$ cat config.mk
export PLATFORM = sky130hd
export DESIGN_NAME = read_master
export DESIGN_NICKNAME = d
export VERILOG_FILES = /design/src/rtl/read_master.sv
export SDC_FILE = /design/constraint.sdc
export NUM_CORES = 1
export LEC_CHECK = 0
export BUFFER_PORTS_ARGS = -buffer_cell sky130_fd_sc_hd__clkbuf_2
export CAP_MARGIN = 10
export CORE_MARGIN = 4
export CORE_UTILIZATION = 60
export CTS_CLUSTER_DIAMETER = 100
export DETAILED_ROUTE_END_ITERATION = 6
export PLACE_DENSITY_LB_ADDON = 0.15
export SYNTH_ARGS = -nofsm -noshare
export SYNTH_HDL_FRONTEND = slang
export SYNTH_SLANG_ARGS = --single-unit
$ cat constraint.sdc
create_clock -name clk -period 4.9 [get_ports clk]
set_clock_uncertainty 0.1 [all_clocks]
set_input_delay 0.49 -clock clk [delete_from_list [all_inputs] [get_ports clk]]
set_output_delay 0.49 -clock clk [all_outputs]
set_load 0.02 [all_outputs]
$ cat src/rtl/read_master.sv
// Avalon-MM pipelined word read master feeding a show-ahead FIFO; first read one cycle after go, data visible one cycle after readdatavalid.
// Backpressure: reads stall on waitrequest and whenever FIFO occupancy plus outstanding reads would exceed FIFODEPTH.
module read_master #(
  parameter int DATAWIDTH       = 32,
  parameter int BYTEENABLEWIDTH = 4,
  parameter int ADDRESSWIDTH    = 32,
  parameter int FIFODEPTH       = 32,
  parameter int FIFODEPTH_LOG2  = 5
) (
  input  logic                       clk,
  input  logic                       reset,
  input  logic                       control_fixed_location,
  input  logic [ADDRESSWIDTH-1:0]    control_read_base,
  input  logic [ADDRESSWIDTH-1:0]    control_read_length,
  input  logic                       control_go,
  output logic                       control_early_done,
  output logic                       control_done,
  input  logic                       user_read_buffer,
  output logic [DATAWIDTH-1:0]       user_buffer_data,
  output logic                       user_data_available,
  output logic [ADDRESSWIDTH-1:0]    master_address,
  output logic                       master_read,
  output logic [BYTEENABLEWIDTH-1:0] master_byteenable,
  input  logic [DATAWIDTH-1:0]       master_readdata,
  input  logic                       master_readdatavalid,
  input  logic                       master_waitrequest
);

  localparam int CW = FIFODEPTH_LOG2 + 1;
  localparam logic [CW-1:0]             L_DEPTH    = CW'(FIFODEPTH);
  localparam logic [CW-1:0]             L_CNT_ONE  = CW'(1);
  localparam logic [FIFODEPTH_LOG2-1:0] L_PTR_ONE  = FIFODEPTH_LOG2'(1);
  localparam logic [ADDRESSWIDTH-1:0]   L_ADDR_ONE = ADDRESSWIDTH'(1);

  typedef enum logic [1:0] {S_IDLE, S_ISSUE, S_DRAIN} state_t;

  state_t                    r_state;
  logic [ADDRESSWIDTH-1:0]   r_address;
  logic [ADDRESSWIDTH-1:0]   r_length;
  logic                      r_fixed_d1;
  logic [CW-1:0]             r_pending;
  logic [CW-1:0]             r_count;
  logic [FIFODEPTH_LOG2-1:0] r_wr_ptr;
  logic [FIFODEPTH_LOG2-1:0] r_rd_ptr;
  logic [DATAWIDTH-1:0]      r_mem [FIFODEPTH];

  logic          w_done;
  logic          w_go;
  logic [CW-1:0] w_occupancy;
  logic          w_accept;
  logic          w_push;
  logic          w_pop;
  logic [CW-1:0] w_pending_nxt;

  assign w_done      = (r_length == '0) && (r_pending == '0);
  assign w_go        = control_go && w_done;
  // Every outstanding read already owns a FIFO slot, so returned data can never overflow.
  assign w_occupancy = r_count + r_pending;
  assign master_read = (r_state == S_ISSUE) && (w_occupancy < L_DEPTH);
  assign w_accept    = master_read && !master_waitrequest;
  // Data with nothing outstanding (e.g. a late return after reset) is dropped.
  assign w_push      = master_readdatavalid && (r_pending != '0);
  assign w_pop       = user_read_buffer && (r_count != '0);

  always_comb begin
    w_pending_nxt = r_pending;
    case ({w_accept, w_push})
      2'b10:   w_pending_nxt = r_pending + L_CNT_ONE;
      2'b01:   w_pending_nxt = r_pending - L_CNT_ONE;
      default: w_pending_nxt = r_pending;
    endcase
  end

  always_ff @(posedge clk) begin
    if (reset) begin
      r_state    <= S_IDLE;
      r_address  <= '0;
      r_length   <= '0;
      r_fixed_d1 <= 1'b0;
      r_pending  <= '0;
    end else begin
      r_pending <= w_pending_nxt;
      if (w_go) begin
        r_address  <= control_read_base;
        r_length   <= control_read_length;
        r_fixed_d1 <= control_fixed_location;
        r_state    <= (control_read_length != '0) ? S_ISSUE : S_IDLE;
      end else begin
        if (w_accept) begin
          r_length <= r_length - L_ADDR_ONE;
          if (!r_fixed_d1) begin
            r_address <= r_address + L_ADDR_ONE;
          end
        end
        case (r_state)
          S_ISSUE: if (w_accept && (r_length == L_ADDR_ONE)) r_state <= S_DRAIN;
          S_DRAIN: if (w_pending_nxt == '0) r_state <= S_IDLE;
          default: r_state <= r_state;
        endcase
      end
    end
  end

  always_ff @(posedge clk) begin
    if (reset) begin
      r_wr_ptr <= '0;
      r_rd_ptr <= '0;
      r_count  <= '0;
    end else begin
      if (w_push) r_wr_ptr <= r_wr_ptr + L_PTR_ONE;
      if (w_pop)  r_rd_ptr <= r_rd_ptr + L_PTR_ONE;
      case ({w_push, w_pop})
        2'b10:   r_count <= r_count + L_CNT_ONE;
        2'b01:   r_count <= r_count - L_CNT_ONE;
        default: r_count <= r_count;
      endcase
    end
  end

  always_ff @(posedge clk) begin
    if (w_push) r_mem[r_wr_ptr] <= master_readdata;
  end

  assign user_buffer_data    = r_mem[r_rd_ptr];
  assign user_data_available = (r_count != '0);
  assign master_address      = r_address;
  assign master_byteenable   = '1;
  assign control_early_done  = (r_length == '0);
  assign control_done        = w_done;

endmodule

==> impl_metrics.yaml <==
status:
  outcome: "finished, final reports clean"
placed_design:
  placed_cells: 3241
  place_ws_ns: 0.752
  gp_congestion: 0.866
  dp_hpwl_um: 58000
  io_buffers: 170
die:
  initial_utilization: 0.606
  ios: 175
  die_w_um: 280
  die_y_um: 280
  dieArea_um2: 78200
  fp.coreArea_um2: 73100
  std_cell_rows: 99
logic_synthesis:
  synth_cells: 2163
  mappedNetlistArea_um2: 44300
  synth-seq-cells: 1118
  synth_edf_count: 1024
  synth.yosys.warnings: 0
  synth-seq-area-share: 0.737
  syn_avg_cell_area_um2: 20.5
  yosysUniqueCellTypes: 60
  async_flop_share: 0
  synth_flop_cell: "edfxtp_1"
critical_path:
  worst_setup_path_start_kind: "flop"
  path_max_fanout: 9
  worstPathRequired_ns: 5.35
  critical_path_arrival_ns: 4.59
  cp-end-kind: "flop"
  crit_type: "reg2reg"
power_and_ir_drop:
  peakVddDrop_mv: 0.333
  powerDensity_nw_per_um2: 486
  cellLeakagePower_nw: 15.9
drt:
  wl_met2_um: 51700
  via_count: 23286
  wl_met1_um: 41000
  top_layer: "met5"
  wl_per_cell_um: 29.9
  dr.pass1.iters: 5
  met3_length_um: 9360
  drc_errors: 0
  routed_wl_um: 105000
  final_antenna_net_count: 0
  drtIter0Drc: 3094
  vias_per_cell: 6.66
timing:
  slew_headroom: 0.253
  timing.hold.ws_ns: 0.0408
  fin_tns_setup_ns: 0
  setup_viol: 0
  fin_crit_sh: 0.844
  max_freq_mhz: 242
  tightest_slew_ns: 1.12
  rsz0062_at_grt: "false"
  finalWorstSetupSlack_ns: 0.766
  finalHoldViolCount: 0
  maxSlewViolCount: 0
  period_minus_slack_ns: 4.13
final_layout:
  fillers: 4441
  finish.utilization: 0.696
  final_layout_size_suffix_gt1_frac: 0.317
  area_growth_pct: 14.9
  instances_no_fill: 3498
  final_nets: 2574
job:
  cap_viol_max_count: 0
clock_network:
  cts.sink_count: 1118
  clock_latency_ns: 0.68
  cts_tree: "built"
  cts_root_buf: "clkbuf_16"
  numCtsBuffers: 110
  htreeDepth: 3
  postCtsSetupBuffers: 0
  clk_path_buf_depth: 3
  clk_pin_slew_ns: 0.06
grt:
  grt_pass1_vias: 24184
  grt_max_degree: 94
  grt_pass1_wl_um: 157000
  antenna_found_initial: 4
  grt_overflow: 0
  grt_usage: 0.272
min_path:
  min-delay-path-class: "in2reg"
-- worst paths after layout --
check / from / end / slack, ns / cells after the start
worst min register to register: r_state[1] / r_state[1] / 0.39 / 2
worst max register to register: r_pending[1] / r_state[1] / 0.77 / 13
worst min-delay path: control_read_base[22] / master_address[22] / 0.04 / 3
worst max-delay path: r_pending[1] / r_state[1] / 0.77 / 13
-- cells by family (layout without fill, tap and decap cells) --
kind of cell             after synthesis  in the layout  synth area share
AO/OA/AOI/OAI                        117            117            0.0184
adder cells (fa/ha/maj)               24             24           0.00712
flip-flops                          1118           1118             0.737
buffers and inverters                141            511            0.0123
other                                  1              7         0.0000847
multiplexers                         360            360             0.173
AND/OR/NAND/NOR                      342            342            0.0401
XOR/XNOR                              60             60            0.0119
-- critical path: stages (launching register included) --
cell and delay, ns:
dfxtp_1 0.43, ha_1 0.28, a31o_1 0.22, a2111oi_2 0.40, o41a_2 0.34, inv_2 0.06, ha_1 0.30, ha_1 0.34
a211o_1 0.31, nand3_1 0.07, or4b_2 0.60, xor2_1 0.17, nor4bb_1 0.30, a211oi_1 0.09
-- power by group --
group          switching [W]  total [W]  internal (W)
logic                0.00284    0.00521       0.00237
clock network        0.00352    0.00835       0.00484
registers           0.000410     0.0112        0.0107
-- state kept, by name (all words and copies together), names as in the netlist, named ones only --
signal          flops
master_address     32
r_count             6
r_fixed_d1          1
r_length           32
r_mem            1024
r_pending           6
r_rd_ptr            5
r_state             2
r_wr_ptr            5
-- cells in the mapped netlist (all sizes together) (3+ instances only) --
| cell | n | share of area |
|---|---|---|
| edfxtp | 1024 | 0.69 |
| mux4 | 320 | 0.16 |
| nor2 | 116 | 0.0098 |
| dfxtp | 94 | 0.043 |
| clkbuf | 87 | 0.0074 |
| nand2 | 47 | 0.0040 |
| xnor2 | 44 | 0.0087 |
| a211oi | 43 | 0.0073 |
| nor4 | 41 | 0.0058 |
| buf | 34 | 0.0033 |
| mux2 | 32 | 0.0081 |
| nor3 | 23 | 0.0026 |
| ha | 22 | 0.0062 |
| a21oi | 21 | 0.0024 |
| inv | 20 | 0.0017 |
| nand3 | 18 | 0.0020 |
| nand4 | 18 | 0.0025 |
| xor2 | 16 | 0.0032 |
| or3 | 14 | 0.0020 |
| a31oi | 10 | 0.0014 |
| or2 | 10 | 0.0014 |
| o21ai | 9 | 0.0010 |
| or4 | 9 | 0.0016 |
| and3 | 8 | 0.0011 |
| mux2i | 8 | 0.0018 |
| nor4b | 8 | 0.0016 |
| o31ai | 6 | 0.0010 |
| and4 | 5 | 0.00099 |
| or4b | 5 | 0.0011 |
| a21o | 4 | 0.00068 |
| a22oi | 4 | 0.00068 |
| a311oi | 4 | 0.00079 |
| nor3b | 4 | 0.00068 |
| o21a | 4 | 0.00068 |
| and2 | 3 | 0.00042 |
| nand4b | 3 | 0.00059 |
-- final cells by class --
class                      instances  area, um2  area share
multi-input combinational        907      11300       0.223
inverter                          20       75.1     0.00148
antenna                            3       7.51    0.000148
tap                              959       1200      0.0236
timing repair buffer             290       2000      0.0393
sequential                      1118      32600       0.642
clock inverter                    56        574      0.0113
clock buffer                     145       3010      0.0591
-- cell usage in the layout, fill, tap and decap left out, types with 25 or more instances in the layout --
master,synthesis,layout
edfxtp_1,1024,1024
xnor2_1,44,44
dfxtp_1,94,89
dlygate4sd3_1,0,53
nand2_1,47,47
clkbuf_2,0,169
mux4_2,320,320
mux2_2,32,32
nor4_1,41,40
buf_4,4,58
clkbuf_1,87,25
a211oi_1,43,43
clkbuf_16,0,112
nor2_1,116,84
nor2_4,0,32
-- metrics by stage --
step | area [um2] | total power [W]
detailed placement | 46700 | 0.0165
global placement | 46700 | 0.0164
finish | 50900 | 0.0247
floorplan | 44300 | 0.0150
global route | 50900 | 0.0257
CTS | 50800 | 0.0248
-- what timing repair did --
item                       CTS  global route
setup endpoints to repair    0             0
hold endpoints to repair    53             0
resized for setup            0             0
hold buffers                53             0
-- routing by layer --
metal  up-vias  track usage
met5         -            0
met4         2       0.0782
met3       184       0.0496
met2      1253        0.435
met1     12245        0.396
li1       9602            -
(Power assumes the default switching activity.)
